--- src/rtl/instruction_fetch_pkg.sv ---
// Shared IF-stage types and constants: reset/handler PCs, fetch window, exception codes.
// Latency: n/a (package). Backpressure: n/a.
// Optional IF_ADDR_CHECK_EN (used by instruction_fetch) enables AdEL fetch checks.
package instruction_fetch_pkg;

    localparam logic [31:0] PC_RESET_DEF = 32'h0000_3000;
    localparam logic [31:0] HANDLER_ADDR = 32'h0000_4180;
    localparam logic [31:0] IM_LOW_DEF   = 32'h0000_3000;
    localparam logic [31:0] IM_HIGH_DEF  = 32'h0000_6FFC;

    localparam logic [4:0] EXC_NONE = 5'd0;
    localparam logic [4:0] EXC_ADEL = 5'd4;
    localparam logic [4:0] EXC_RI   = 5'd10;

    typedef struct packed {
        logic [31:0] inst;
        logic [31:0] pc4;
        logic [31:0] epc;
        logic        exception;
        logic [4:0]  exc_code;
        logic        bd;
    } if_id_t;

    localparam if_id_t IF_ID_BUBBLE = '0;

endpackage

--- src/rtl/instruction_fetch_if_id_register.sv ---
// IF/ID pipeline register: clear (bubble) beats hold, hold beats load.
// Latency: 1 cycle. Backpressure: hold freezes the current entry.
// Reset is folded into clear by the parent so this block stays a plain register.
module if_id_register
    import instruction_fetch_pkg::*;
(
    input  logic   clk,
    input  logic   clear,
    input  logic   hold,
    input  logic   load,
    input  if_id_t d,
    output if_id_t q
);

    always_ff @(posedge clk) begin
        if (clear) begin
            q <= IF_ID_BUBBLE;
        end else if (load && !hold) begin
            q <= d;
        end
    end

endmodule

--- src/rtl/instruction_fetch.sv ---
// IF stage: PC register, prioritised next-PC mux, AdEL check (IF_ADDR_CHECK_EN) and IF/ID register.
// Latency: im_addr combinational from PC; IF/ID outputs one cycle after the fetch.
// Backpressure: stall holds PC and IF/ID; redirect and reset override stall.
module instruction_fetch
    import instruction_fetch_pkg::*;
#(
    parameter logic [31:0] PC_RESET = PC_RESET_DEF,
    parameter logic [31:0] IM_LOW   = IM_LOW_DEF,
    parameter logic [31:0] IM_HIGH  = IM_HIGH_DEF
) (
    input  logic        clk,
    input  logic        reset,
    input  logic        stall,
    input  logic        redirect,
    input  logic [31:0] redirect_target,
    input  logic        PC_jump,
    input  logic [31:0] NPC_target,
    input  logic        has_delay_slot,
    input  logic        nullify_delay_slot,
    output logic [31:0] im_addr,
    input  logic [31:0] im_data,
    output logic [31:0] Inst,
    output logic [31:0] PC4,
    output logic [31:0] EPC,
    output logic        exception,
    output logic [4:0]  ExcCode,
    output logic        BD
);

    logic [31:0] pc;
    logic [31:0] pc_next;
    logic [31:0] pc_plus4;
    logic        fetch_fault;
    logic        if_id_clear;
    logic        if_id_hold;
    logic        if_id_load;
    if_id_t      if_entry;
    if_id_t      if_id_q;

    assign im_addr  = pc;
    assign pc_plus4 = pc + 32'd4;

`ifdef IF_ADDR_CHECK_EN
    assign fetch_fault = (pc[1:0] != 2'b00) || (pc < IM_LOW) || (pc > IM_HIGH);
`else
    logic addr_bounds_unused;
    assign addr_bounds_unused = ^{IM_LOW, IM_HIGH};
    assign fetch_fault        = 1'b0;
`endif

    always_comb begin
        if_entry           = IF_ID_BUBBLE;
        if_entry.inst      = fetch_fault ? 32'd0 : im_data;
        if_entry.pc4       = pc_plus4;
        if_entry.epc       = has_delay_slot ? (pc - 32'd4) : pc;
        if_entry.exception = fetch_fault;
        if_entry.exc_code  = fetch_fault ? EXC_ADEL : EXC_NONE;
        if_entry.bd        = has_delay_slot;
    end

    // A faulting fetch still advances; CP0 redirects to the handler afterwards.
    always_comb begin
        pc_next = pc_plus4;
        if (reset) begin
            pc_next = PC_RESET;
        end else if (redirect) begin
            pc_next = redirect_target;
        end else if (stall) begin
            pc_next = pc;
        end else if (PC_jump) begin
            pc_next = NPC_target;
        end
    end

    always_ff @(posedge clk) begin
        pc <= pc_next;
    end

    assign if_id_clear = reset || redirect || (!stall && nullify_delay_slot);
    assign if_id_hold  = stall;
    assign if_id_load  = !stall;

    if_id_register u_if_id (
        .clk   (clk),
        .clear (if_id_clear),
        .hold  (if_id_hold),
        .load  (if_id_load),
        .d     (if_entry),
        .q     (if_id_q)
    );

    assign Inst      = if_id_q.inst;
    assign PC4       = if_id_q.pc4;
    assign EPC       = if_id_q.epc;
    assign exception = if_id_q.exception;
    assign ExcCode   = if_id_q.exc_code;
    assign BD        = if_id_q.bd;

endmodule
--- config.mk ---
export PLATFORM = sky130hd
export DESIGN_NAME = instruction_fetch
export DESIGN_NICKNAME = d
export VERILOG_FILES = /design/src/rtl/instruction_fetch_pkg.sv /design/src/rtl/instruction_fetch_if_id_register.sv /design/src/rtl/instruction_fetch.sv
export SDC_FILE = /design/constraint.sdc
export NUM_CORES = 1
export LEC_CHECK = 0
export BUFFER_PORTS_ARGS = -buffer_cell sky130_fd_sc_hd__buf_2
export CAP_MARGIN = 20
export CORE_MARGIN = 2
export CORE_UTILIZATION = 25
export DETAILED_ROUTE_END_ITERATION = 8
export PLACE_DENSITY_LB_ADDON = 0.3
export SLEW_MARGIN = 20
export SYNTH_ARGS = -nofsm -noshare
export SYNTH_HDL_FRONTEND = slang
export SYNTH_SLANG_ARGS = --single-unit
--- constraint.sdc ---
create_clock -name clk -period 2.16 [get_ports clk]
set_input_delay 0.216 -clock clk [delete_from_list [all_inputs] [get_ports clk]]
set_output_delay 0.216 -clock clk [all_outputs]
set_load 0.02 [all_outputs]
== Word level (Yosys, flattened, before mapping) ==
Index checks and enable logic that the tools add are counted.
Operators by class
  $add $sub $neg: 2
  shift-type cells: 0
  mux-type cells: 4
  equality and inequality tests: 1
  magnitude comparators: 0
  reduce and logical (&&, ||, !) cells: 4
  multiply operators: 0
  divide/modulo/power cells: 0
  bitwise gates (word level): 0
Operators with widths (number)
  two-way mux 32 bit: 4
  adder 32 x 3 -> 32 bit, second input constant: 1
  subtractor 32 x 3 -> 32 bit, second input constant: 1
  logical OR 1 bit: 2
  != test 2 x 1 -> 1 bit, second input constant: 1
  logical AND 1 bit: 1
  logical NOT 1 bit: 1
Storage, ports and cells
  logic and storage cells: 16
  memories: 0
  bits in registers: 129
  ROM bits: 0
  bits in writable memories: 0
  input bits: 103
  output and inout port bits: 135
  bits in latches: 0

== Depth between registers and ports, before layout ==
Gate-level depths: netlist of run 1.
  depth in word-level cells: 4
  mapped depth: 9
  mapped depth without buffers: 7

== Modules after synthesis ==
From an unflattened synthesis of run 1, not the netlist that was laid out.
Unflattened totals
  cells, all modules: 956
  area total of the unflattened synthesis: 8066.5 um2
Modules (own cells, without submodules)
  if_id_register: cells an instance 469, area an instance 4812.1 um2, instances 1, seq. area each 2062.0 um2
  instruction_fetch: cells an instance 487, area an instance 3254.4 um2, instances 1, seq. area each 640.6 um2

== Worst setup path after synthesis of run 1 ==
Ideal clock, no wire load.
  kind: reg-to-reg
  from: register pc[7], in the netlist im_addr[7]
  to: register u_if_id.q[37] in the netlist's numbering
  path slack: -0.277 ns
  period minus slack after synthesis: 2.437 ns
  cell stages (with the launch flop): 7
  data required time: 2.044 ns
  arrival time: 2.322 ns
  cell sequence: dfxtp_1 -> buf_6 -> or4_4 -> or4_1 -> buf_2 -> or4_1 -> and3b_1
On the way
  longest elaborated chain between the ends: 2
Ends and longest elaborated chain
  start: declaration: line instruction_fetch.sv:30  | logic [31:0] pc;
  start signal: assignment: line instruction_fetch.sv:76  | pc <= pc_next;
  subtractor 32 x 3 -> 32 bit: line instruction_fetch.sv:55  | if_entry.epc = has_delay_slot ? (pc - 32'd4) : pc;
  two-way mux 32 bit: line instruction_fetch.sv:55
  end signal: assignment: line instruction_fetch_if_id_register.sv:17  | q <= IF_ID_BUBBLE;
  end signal: assignment: line instruction_fetch_if_id_register.sv:19  | q <= d;
  end: declaration: line instruction_fetch_if_id_register.sv:12  | output if_id_t q
No other way between the ends.
A chain may end at the register's enable or synchronous reset.

== Worst setup path after layout of run 1 ==
  from: register pc[11], in the netlist im_addr[11]
  to: register u_if_id.q[37] in the netlist's numbering
The elaborated chain is that of the path after synthesis.

==> results of run 1 <==
## per-layer routing
| layer | GRT usage | routed length [um] | part of all wire | vias to the layer above |
|---|---|---|---|---|
| li1 | - | - | - | 3111 |
| met1 | 0.220 | 9960 | 0.43 | 2971 |
| met2 | 0.295 | 10800 | 0.46 | 247 |
| met3 | 0.0666 | 2100 | 0.090 | 30 |
| met4 | 0.0548 | 441 | 0.019 | 10 |
| met5 | 0 | 71 | 0.0030 | - |
## worst reg2reg max path, cell delays in order (launching register included)
cell	delay [ps]
sky130_fd_sc_hd__dfxtp_4	340
sky130_fd_sc_hd__or4_4	520
sky130_fd_sc_hd__or4_4	520
sky130_fd_sc_hd__or4_1	480
sky130_fd_sc_hd__and3b_1	180
## flip-flops by register name, indices dropped and copies added (netlist names)
name	cells
im_addr	32
u_if_id.q	95
## layout by cell type, fill, tap and decap left out, types with 5 or more instances in the layout
cell type                   instances
sky130_fd_sc_hd__nor3_1            18
sky130_fd_sc_hd__nand3_1           22
sky130_fd_sc_hd__xor2_1            31
sky130_fd_sc_hd__inv_1              7
sky130_fd_sc_hd__nand2b_1           5
sky130_fd_sc_hd__xnor2_1           21
sky130_fd_sc_hd__o22ai_1           20
sky130_fd_sc_hd__a22oi_1           18
sky130_fd_sc_hd__conb_1             6
sky130_fd_sc_hd__mux2i_1           40
sky130_fd_sc_hd__buf_2            230
sky130_fd_sc_hd__nor4_1             9
sky130_fd_sc_hd__buf_4             55
sky130_fd_sc_hd__nand4_1           17
sky130_fd_sc_hd__o21ai_0           63
sky130_fd_sc_hd__bufinv_16          5
sky130_fd_sc_hd__nand2_1           38
sky130_fd_sc_hd__and3_1             6
sky130_fd_sc_hd__a21oi_1           77
sky130_fd_sc_hd__a211oi_1           5
sky130_fd_sc_hd__dfxtp_1          122
sky130_fd_sc_hd__clkbuf_16         18
sky130_fd_sc_hd__nor2_1           101
## cell type report
| type | instances | share of cell area |
|---|---|---|
| diodes | 2 | 0.000584 |
| clock inverters | 11 | 0.0231 |
| multi-input cells | 546 | 0.380 |
| clock buffers | 21 | 0.0574 |
| repair buffers | 288 | 0.190 |
| well taps | 324 | 0.0473 |
| flip-flops and latches | 127 | 0.298 |
| inverters | 8 | 0.00350 |
## power groups by stage
| stage | combinational [mW] | clock (mW) | sequential [mW] |
|---|---|---|---|
| final | 1.05 | 3.39 | 2.51 |
| after global routing | 1.15 | 3.56 | 2.53 |
| after CTS | 1.06 | 3.46 | 2.51 |
| after detailed placement | 1.05 | 0 | 2.56 |
| after global placement | 1.05 | 0 | 2.56 |
| after floorplan | 0.533 | 0 | 2.65 |
## worst max path at each step
| stage | end | slack (ps) |
|---|---|---|
| finish | u_if_id.q[37]$_SDFFE_PP0N_ | 20 |
| global route | u_if_id.q[37]$_SDFFE_PP0N_ | -30 |
| CTS | u_if_id.q[37]$_SDFFE_PP0N_ | 30 |
| detailed placement | u_if_id.q[37]$_SDFFE_PP0N_ | -20 |
| global placement | u_if_id.q[37]$_SDFFE_PP0N_ | 9 |
| floorplan | u_if_id.q[37]$_SDFFE_PP0N_ | -190 |
## cells by family after synthesis
kind of cell,after synthesis,synth area share
AND/OR/NAND/NOR,251,0.198
multiplexers,40,0.0652
buffers and inverters,92,0.0660
flip-flops,127,0.414
adder cells (fa/ha/maj),2,0.00407
other,1,0.000611
AO/OA/AOI/OAI,195,0.178
XOR/XNOR,52,0.0742
## stage by stage
step / util / hold WS, ps / setup TNS (ps)
global route: 0.353 / 14.9 / -26.0
global placement: 0.324 / 444 / 0
finish: 0.353 / 26.2 / 0
CTS: 0.352 / 5.58 / 0
floorplan: - / 346 / -219
detailed placement: 0.324 / 445 / -17.8
## repair_timing
action	CTS	global route
resized for setup	1	4
setup endpoints to repair	1	11
hold endpoints to repair	0	0
==> results.md, run 1 <==
| Step | Item | Value |
| --- | --- | --- |
| run status | Outcome | finished, final reports clean |
| setup path | Reg2reg setup slack | 20 ps |
| setup path | Cell type of the slowest stage on the worst timing path | sky130_fd_sc_hd__or4_4 |
| detailed routing | Total number of vias | 6369 |
| timing | Transition at the pin with the smallest max-transition slack | 746 ps |
| synth | Main area contributors after synthesis | sky130_fd_sc_hd__dfxtp_1, sky130_fd_sc_hd__mux2i_1, sky130_fd_sc_hd__a21oi_1, sky130_fd_sc_hd__nor2_1, sky130_fd_sc_hd__o21ai_0 |
| synth | Average cell area after synthesis | 8.08 um2 |
| run | Max capacitance violation total | 0 |
| cts | H-tree levels | 4 |
| layout | Post-route design area | 8570 um2 |
| synth | Leading post-synthesis cells by instance count | sky130_fd_sc_hd__dfxtp_1, sky130_fd_sc_hd__nor2_1, sky130_fd_sc_hd__a21oi_1 |
| die | Standard-cell row count | 57 |
| layout | Area added between synthesis and finish | 39.5% |
| setup path | Crit path buf inv count | 0 |
| setup path | Launching element type of the critical path | register |
| placement | Area of placed instances | 7850 um2 |
| timing | Final slew viol count | 0 |
| power and ir drop | Combinational share of power | 0.152 |
| die | Boundary Pins | 238 |
| detailed routing | Vias per inst | 4.80 |
| timing | Worst rel slew slack | 0.502 |
| die | Core area | 24200 um2 |
| synth | Async set or reset register ratio after synthesis | 0 |
| setup path | Cell family contributing the most delay on the critical path | simple AND/OR/NAND/NOR gates |
| setup path | WP data required | 2470 ps |
| synth | Part of the Yosys area used for sequential elements | 0.414 |
| synth | Synth top area share | 0.414 |
| detailed routing | Number of detailed-route iterations in the first pass | 4 |
| die | X dimension of the die | 161 um |
| detailed routing | Routed wirelength normalized by instance count | 17.6 um |
| layout | Final non-filler cell total | 1327 |
| synth | Cell with the most instances after synthesis | sky130_fd_sc_hd__dfxtp_1 |
| detailed routing | Iter 0 DRT Violations | 426 |
| die | Height of the die | 161 um |
| cts | Cell chosen for the clock root | sky130_fd_sc_hd__clkbuf_16 |
| grt | GRT Overall Usage | 0.180 |
| grt | Global-route wire length before repair | 35.9 mm |
| cts | Buffer levels on the longest clock path | 2 |
| synth | Most area-hungry cell type in the Yosys netlist | sky130_fd_sc_hd__dfxtp_1 |
| grt | Vias in the first global route | 6162 |
| power and ir drop | Switching share of total power | 0.271 |
| synth | Number of library cell types mapped by synthesis | 53 |
| hold path | Beginning of the worst hold path | im_data[8] |
| synth | Synthesized flop and latch total | 127 |
| setup path | Crit path largest cell delay | 520 ps |
| synth | Post-Synthesis Cells | 760 |
| cts | Total of hold buffers inserted after clock tree synthesis | 0 |
| timing | Final Hold Violating Endpoints | 0 |
| power and ir drop | Sw power | 1.88 mW |
| timing | Shortest clock period the worst path allows after layout | 2140 ps |
| layout | Area occupied by multi-input gates | 3260 um2 |
| cts | TritonCTS Buffers | 17 |
| power and ir drop | PD cells | 812 nW/um2 |
| setup path | Depth of the critical timing path with buffers and inverters included | 4 |
| timing | Unrepaired setup endpoints after global routing | true |
| power and ir drop | Leakage power figure | 3.82 nW |
| placement | Worst setup timing slack at the placement stage | -17.8 ps |
| grt | Largest net degree at the start of global routing | 55 |
| grt | Sum of overflow across all layers after global routing | 0 |
| hold path | Hold worst-path end | u_if_id.q[79]$_SDFFE_PP0N_ |
| setup path | Endpoint of the most critical register-to-register path | u_if_id.q[37]$_SDFFE_PP0N_ |
| setup path | CP dominant cell by count | sky130_fd_sc_hd__or4_4 |
| power and ir drop | Internal | 5.07 mW |
| timing | Post-route clock period utilization | 0.989 |
| setup path | Category of the worst setup path capture point | register |
| layout | Total Nets Final | 1093 |
| timing | Highest clock frequency the design can meet | 468 MHz |
| layout | Share of cells above drive strength 1 | 0.340 |
| cts | Clock-pin slew on the worst setup and hold paths | 60 ps |
| synth | Number of warnings printed during yosys synthesis | 0 |
| placement | Number of cells after detailed placement | 1293 |
| synth | Number of flops mapped to enable cells by yosys | 0 |
| placement | Dpl hpwl | 17.3 mm |
| placement | Routability Congestion | 0.797 |
| grt | Initial antenna violation count | 7 |
| power and ir drop | VDD IR-drop max | 0.490 mV |
| detailed routing | Count of unresolved DRC violations after routing | 0 |
| placement | Number of port buffers | 231 |
| setup path | Kind of critical path | register to register |
| detailed routing | Count of antenna-violating nets left after detailed routing | 0 |
| cts | Clock sinks | 127 |
| power and ir drop | Clk network pwr share | 0.487 |
| setup path | Worst R2R Start | im_addr[11]$_SDFFE_PP0P_ |
| setup path | CP Max Fanout | 4 |
| die | Total die area | 25800 um2 |
| timing | Post-route worst setup slack | 23.2 ps |
| cts | CTS tree | yes |
| timing | Final setup violation count | 0 |
| power and ir drop | Total power | 6.96 mW |
| hold path | Hold Crit Depth | 3 |
| hold path | Worst hold-check path type | input pin to register |
| timing | Post-route clock skew | 11.3 ps |
| power and ir drop | Sequential group share of total power | 0.361 |
| setup path | Critical path data arrival time | 2450 ps |
| setup path | CP startpoint | im_addr[11]$_SDFFE_PP0P_ |
| cts | Later-pin clock latency in the skew report | 420 ps |
| detailed routing | Routed wire length | 23.4 mm |
| setup path | Cell chain of the critical path | or4_4 > or4_4 > or4_1 > and3b_1 |
| layout | Count of filler cells inserted in the layout | 2628 |
| cts | Count of buffers added by post-CTS timing repair for setup | 0 |
| synth | Post-synth top flop | sky130_fd_sc_hd__dfxtp_1 |
| setup path | Reg2reg path depth | 4 |
| die | Initial core utilization | 0.253 |
| synth | Post-synthesis cell area | 6140 um2 |
| layout | Storage element area | 2560 um2 |
(Power assumes the default switching activity.)
==> inputs of run 2 (changes only) <==
Settings changed: GPL_ROUTABILITY_DRIVEN set to 0, MAX_ROUTING_LAYER set to met4.
==> run 2 against run 1 <==
Net effect:
- critical path depth is the same
- critical path type unchanged
- sequential share of layout area is essentially flat
- clock skew shrank 2.8 ps
- first-iteration DRC count shrank 5.2%
- flip-flop and latch count is the same
- non-clock buffer count is the same
- combinational power is essentially flat
- die area is the same
- largest power group unchanged
- wire length grew 0.17%
==> results.md, run 2 (same netlist as run 1, synthesis figures left out) <==
| Step | Item | Value |
| --- | --- | --- |
| power and ir drop | Total power | 6.96 mW |
| power and ir drop | VDD IR-drop max | 0.495 mV |
| setup path | Category of the worst setup path capture point | register |
| timing | Post-route worst setup slack | 31.8 ps |
| die | Standard-cell row count | 57 |
| die | Initial core utilization | 0.253 |
| setup path | Launching element type of the critical path | register |
| cts | Clock-pin slew on the worst setup and hold paths | 60 ps |
| power and ir drop | PD cells | 811 nW/um2 |
| cts | Buffer levels on the longest clock path | 2 |
| detailed routing | Routed wire length | 23.4 mm |
| hold path | Beginning of the worst hold path | redirect_target[5] |
| timing | Shortest clock period the worst path allows after layout | 2130 ps |
| hold path | Hold worst-path end | im_addr[5]$_SDFFE_PP0P_ |
| timing | Final slew viol count | 0 |
| cts | H-tree levels | 4 |
| run | Max capacitance violation total | 0 |
| setup path | WP data required | 2470 ps |
| setup path | Critical path data arrival time | 2440 ps |
| cts | Total of hold buffers inserted after clock tree synthesis | 0 |
| setup path | Reg2reg path depth | 4 |
| layout | Count of filler cells inserted in the layout | 2629 |
| timing | Final setup TNS | 0 ps |
| grt | Sum of overflow across all layers after global routing | 0 |
| detailed routing | Count of antenna-violating nets left after detailed routing | 0 |
| layout | Core occupancy in the finished layout | 0.354 |
| die | Boundary Pins | 238 |
| grt | Global-route wire length before repair | 35.8 mm |
| hold path | Hold Crit Depth | 2 |
| timing | Hold Slack | 24.1 ps |
| layout | Final non-filler cell total | 1332 |
| grt | Initial antenna violation count | 7 |
| cts | CTS tree | yes |
| cts | Clock sinks | 127 |
| placement | Number of port buffers | 231 |
| detailed routing | Count of unresolved DRC violations after routing | 0 |
| power and ir drop | Clk network pwr share | 0.487 |
| die | Total die area | 25800 um2 |
| cts | TritonCTS Buffers | 17 |
| die | X dimension of the die | 161 um |
| cts | Cell chosen for the clock root | sky130_fd_sc_hd__clkbuf_16 |
| layout | Total Nets Final | 1093 |
| die | Core area | 24200 um2 |
| timing | Highest clock frequency the design can meet | 470 MHz |
| cts | Count of buffers added by post-CTS timing repair for setup | 0 |
| setup path | CP Max Fanout | 4 |
| setup path | Kind of critical path | register to register |
| detailed routing | Vias per inst | 4.79 |
| setup path | Reg2reg setup slack | 30 ps |
| die | Height of the die | 161 um |
| timing | Transition at the pin with the smallest max-transition slack | 748 ps |
| power and ir drop | Switching share of total power | 0.271 |
| timing | Unrepaired setup endpoints after global routing | true |
| grt | Largest net degree at the start of global routing | 55 |
| power and ir drop | Combinational share of power | 0.152 |
| setup path | Worst R2R Start | im_addr[11]$_SDFFE_PP0P_ |
| layout | Share of cells above drive strength 1 | 0.340 |
| timing | Final Hold Violating Endpoints | 0 |
| timing | Post-route clock skew | 8.58 ps |
| layout | Post-route design area | 8580 um2 |
| placement | Dpl hpwl | 17.3 mm |
| layout | Area added between synthesis and finish | 39.7% |
| placement | Number of cells after detailed placement | 1293 |
| detailed routing | Total number of vias | 6381 |
| grt | Vias in the first global route | 6184 |
| cts | Later-pin clock latency in the skew report | 420 ps |
| power and ir drop | Sequential group share of total power | 0.361 |
| layout | Area occupied by multi-input gates | 3260 um2 |
| layout | Most common library cell in the layout ignoring fill and taps | sky130_fd_sc_hd__buf_2 |
| power and ir drop | Sw power | 1.89 mW |
| placement | Area of placed instances | 7850 um2 |
| run status | Outcome | finished, final reports clean |
| layout | Top reg by flops | u_if_id.q |
| detailed routing | Iter 0 DRT Violations | 404 |
| power and ir drop | Leakage power figure | 3.82 nW |
| placement | Worst setup timing slack at the placement stage | -17.8 ps |
| power and ir drop | Internal | 5.07 mW |
| hold path | Worst hold-check path type | input pin to register |
| grt | GRT Overall Usage | 0.185 |
| detailed routing | Routed wirelength normalized by instance count | 17.6 um |
| layout | Most frequent cells in the layout | sky130_fd_sc_hd__buf_2, sky130_fd_sc_hd__dfxtp_1, sky130_fd_sc_hd__nor2_1, sky130_fd_sc_hd__a21oi_1, sky130_fd_sc_hd__o21ai_0 |
| timing | Worst rel slew slack | 0.502 |
| timing | Post-route clock period utilization | 0.985 |
| timing | Final setup violation count | 0 |
| detailed routing | Number of detailed-route iterations in the first pass | 5 |
| layout | Number of flip-flops in the largest register | 95 |
| setup path | Endpoint of the most critical register-to-register path | u_if_id.q[37]$_SDFFE_PP0N_ |
| layout | Storage element area | 2560 um2 |
-- run 2: what timing repair did --
| action | CTS | global route |
|---|---|---|
| setup endpoints to repair | 1 | 11 |
| cloned | 0 | 0 |
| gates resized for setup | 1 | 4 |
-- run 2: final cells by class --
cell class                 instances  share of cell area
clock inverter                    11              0.0230
inverter                           8             0.00350
tap                              324              0.0472
multi-input combinational        546               0.380
antenna                            7             0.00204
timing repair buffer             288               0.189
clock buffer                      21              0.0573
sequential                       127               0.298
-- run 2: routing by layer --
| layer | share of wire | track usage | vias to the layer above |
|---|---|---|---|
| met5 | 0 | - | - |
| met4 | 0.017 | 0.0548 | 0 |
| met3 | 0.089 | 0.0622 | 18 |
| met2 | 0.46 | 0.294 | 257 |
| met1 | 0.43 | 0.222 | 2991 |
| li1 | - | - | 3115 |
-- run 2: how the worst max path moves through the flow --
stage	endpoint	cells past startpoint	start
2_1_floorplan	u_if_id.q[37]$_SDFFE_PP0N_	6	im_addr[12]$_SDFFE_PP1P_
3_3_place_gp	u_if_id.q[37]$_SDFFE_PP0N_	4	im_addr[11]$_SDFFE_PP0P_
3_5_place_dp	u_if_id.q[37]$_SDFFE_PP0N_	4	im_addr[11]$_SDFFE_PP0P_
4_1_cts	u_if_id.q[37]$_SDFFE_PP0N_	4	im_addr[11]$_SDFFE_PP0P_
5_1_grt	u_if_id.q[37]$_SDFFE_PP0N_	4	im_addr[12]$_SDFFE_PP1P_
6_report	u_if_id.q[37]$_SDFFE_PP0N_	4	im_addr[11]$_SDFFE_PP0P_
-- run 2: power by group through the flow --
stage | registers [mW] | logic, mW | clock network, mW
final | 2.51 | 1.05 | 3.39
after global routing | 2.53 | 1.15 | 3.57
after CTS | 2.51 | 1.06 | 3.46
after detailed placement | 2.56 | 1.05 | 0
after global placement | 2.56 | 1.05 | 0
after floorplan | 2.65 | 0.533 | 0
-- run 2: critical path, stage by stage (launching register included) --
cell	delay, ps
sky130_fd_sc_hd__dfxtp_4	340
sky130_fd_sc_hd__or4_4	520
sky130_fd_sc_hd__or4_4	520
sky130_fd_sc_hd__or4_1	470
sky130_fd_sc_hd__and3b_1	180
==> inputs of run 3 (changes only) <==
--- a/config.mk
+++ b/config.mk
@@ -14,4 +14,5 @@
 export MAX_ROUTING_LAYER = met4
 export PLACE_DENSITY_LB_ADDON = 0.3
+export RECOVER_POWER = 100
 export SLEW_MARGIN = 20
 export SYNTH_ARGS = -nofsm -noshare
==> constraint.sdc (replaced) <==
create_clock -name clk -period 2.7 [get_ports clk]
set_input_delay 0.135 -clock clk [delete_from_list [all_inputs] [get_ports clk]]
set_output_delay 0.135 -clock clk [all_outputs]
set_load 0.02 [all_outputs]
==> run 3 against run 2 <==
Net effect:
- the run now ends with capacitance limit, slew limit left
- sequential power shrank 19%
- utilization shrank 0.66 points
- via count shrank 0.94%
- clock skew shrank 0.96 ps
- die area is the same
- critical path depth grew 2
- critical path type unchanged
- critical endpoint unchanged
- largest power group unchanged
==> results.md, run 3 (same netlist as run 1, synthesis figures left out) <==
| Step | Item | Value |
| --- | --- | --- |
| layout | Core occupancy in the finished layout | 0.347 |
| timing | Final setup TNS | 0 ps |
| timing | Worst rel slew slack | -0.0959 |
| cts | Buffer levels on the longest clock path | 2 |
| detailed routing | Routed wirelength normalized by instance count | 16.9 um |
| layout | Share of cells above drive strength 1 | 0.159 |
| placement | Number of port buffers | 231 |
| layout | Most common library cell in the layout ignoring fill and taps | sky130_fd_sc_hd__clkbuf_1 |
| cts | Count of buffers added by post-CTS timing repair for setup | 0 |
| setup path | Kind of critical path | register to register |
| placement | Dpl hpwl | 16.5 mm |
| timing | Highest clock frequency the design can meet | 407 MHz |
| cts | CTS tree | yes |
| die | Height of the die | 161 um |
| detailed routing | Count of unresolved DRC violations after routing | 0 |
| timing | Shortest clock period the worst path allows after layout | 2460 ps |
| cts | H-tree levels | 4 |
| detailed routing | Number of detailed-route iterations in the first pass | 5 |
| detailed routing | Count of antenna-violating nets left after detailed routing | 0 |
| run status | Violations in the final reports | capacitance limit, slew limit |
| setup path | Category of the worst setup path capture point | register |
| grt | GRT Overall Usage | 0.179 |
| layout | Number of flip-flops in the largest register | 95 |
| timing | Post-route clock skew | 7.61 ps |
| layout | Total Nets Final | 1108 |
| grt | Vias in the first global route | 6179 |
| detailed routing | Vias per inst | 4.71 |
| timing | Unrepaired setup endpoints after global routing | false |
| power and ir drop | Leakage power figure | 3.25 nW |
| grt | Initial antenna violation count | 2 |
| detailed routing | Routed wire length | 22.7 mm |
| detailed routing | Iter 0 DRT Violations | 318 |
| setup path | CP Max Fanout | 10 |
| die | Total die area | 25800 um2 |
| setup path | Worst R2R Start | im_addr[2]$_SDFFE_PP0P_ |
| die | X dimension of the die | 161 um |
| cts | Total of hold buffers inserted after clock tree synthesis | 42 |
| layout | Most frequent cells in the layout | sky130_fd_sc_hd__clkbuf_1, sky130_fd_sc_hd__dfxtp_1, sky130_fd_sc_hd__buf_2, sky130_fd_sc_hd__nor2_1, sky130_fd_sc_hd__a21oi_1 |
| timing | Post-route clock period utilization | 0.910 |
| setup path | Critical path data arrival time | 2760 ps |
| timing | Transition at the pin with the smallest max-transition slack | 1640 ps |
| die | Initial core utilization | 0.253 |
| setup path | Launching element type of the critical path | register |
| timing | Final slew viol count | 64 |
| hold path | Worst hold-check path type | input pin to register |
| grt | Sum of overflow across all layers after global routing | 0 |
| setup path | CP startpoint | im_addr[2]$_SDFFE_PP0P_ |
| cts | Clock sinks | 127 |
| cts | TritonCTS Buffers | 17 |
| grt | Global-route wire length before repair | 34.8 mm |
| detailed routing | Total number of vias | 6321 |
| die | Standard-cell row count | 57 |
| cts | Later-pin clock latency in the skew report | 420 ps |
| layout | Top reg by flops | u_if_id.q |
| timing | Hold Slack | 8.65 ps |
| timing | Final Hold Violating Endpoints | 0 |
| layout | Count of filler cells inserted in the layout | 2637 |
| cts | Quantity of gates resized following cts | 0 |
| die | Boundary Pins | 238 |
| power and ir drop | PD cells | 622 nW/um2 |
| hold path | Beginning of the worst hold path | redirect_target[31] |
| layout | Area added between synthesis and finish | 37.1% |
| run | Max capacitance violation total | 1 |
| layout | Storage element area | 2540 um2 |
| layout | Area occupied by multi-input gates | 3220 um2 |
| run status | Outcome | finished with violations |
| die | Core area | 24200 um2 |
| cts | Clock-pin slew on the worst setup and hold paths | 60 ps |
| cts | Cell chosen for the clock root | sky130_fd_sc_hd__clkbuf_16 |
| grt | Largest net degree at the start of global routing | 64 |
| timing | Final setup violation count | 0 |
| power and ir drop | VDD IR-drop max | 0.401 mV |
| setup path | WP data required | 3010 ps |
-- run 3: cell types whose count changed in the layout (fill, tap and decap cells not counted), moves of 3 or more --
cell / previous run / this run
sky130_fd_sc_hd__buf_4: 55 / 20
sky130_fd_sc_hd__dfxtp_4: 3 / 0
sky130_fd_sc_hd__buf_2: 230 / 105
sky130_fd_sc_hd__buf_12: 3 / 0
sky130_fd_sc_hd__clkbuf_1: 0 / 139
sky130_fd_sc_hd__dlygate4sd3_1: 0 / 42
sky130_fd_sc_hd__dfxtp_1: 122 / 127
sky130_fd_sc_hd__diode_2: 7 / 2
-- run 3: final timing paths --
check | end | slack [ps] | cells after the start
max | u_if_id.q[37]$_SDFFE_PP0N_ | 240 | 6
min | im_addr[31]$_SDFFE_PP0P_ | 9 | 3
max reg2reg | u_if_id.q[37]$_SDFFE_PP0N_ | 240 | 6
min reg2reg | u_if_id.q[47]$_SDFFE_PP0N_ | 460 | 2
-- run 3: metrics by stage --
stage / std cells / total power, mW / instance area [um2] / setup slack (ps)
floorplan: 765 / 2.54 / 6160 / 263
global placement: 1265 / 2.84 / 7580 / 311
detailed placement: 1266 / 2.85 / 7610 / 245
CTS: 1340 / 5.32 / 8650 / 235
global route: 1342 / 5.46 / 8420 / 85.0
finish: 1342 / 5.24 / 8420 / 243
-- run 3: cell type report --
cell class,instances,share of cell area
Antenna cell,2,0.000594
Clock buffer,22,0.0539
Clock inverter,10,0.0190
Inverter,8,0.00357
Multi-Input combinational cell,546,0.382
Sequential cell,127,0.302
Tap cell,324,0.0481
Timing Repair Buffer,303,0.191
-- run 3: report_power, final --
part / switching, mW / total [mW] / internal [mW]
Sequential: 0.0827 / 2.03 / 1.95
Combinational: 0.485 / 0.793 / 0.308
Clock: 0.847 / 2.42 / 1.57
-- run 3: routing by layer --
| layer | share of wire | track usage | up-vias |
|---|---|---|---|
| li1 | - | - | 3137 |
| met1 | 0.44 | 0.215 | 2949 |
| met2 | 0.48 | 0.298 | 220 |
| met3 | 0.068 | 0.0504 | 15 |
| met4 | 0.012 | 0.0442 | 0 |
| met5 | 0 | - | - |
-- run 3: critical path, cell delays in order, from the launching register on --
cell,delay [ps]
sky130_fd_sc_hd__dfxtp_1,400
sky130_fd_sc_hd__inv_1,120
sky130_fd_sc_hd__ha_1,190
sky130_fd_sc_hd__nand4bb_1,240
sky130_fd_sc_hd__or4_1,710
sky130_fd_sc_hd__or4_1,510
sky130_fd_sc_hd__and3b_1,180
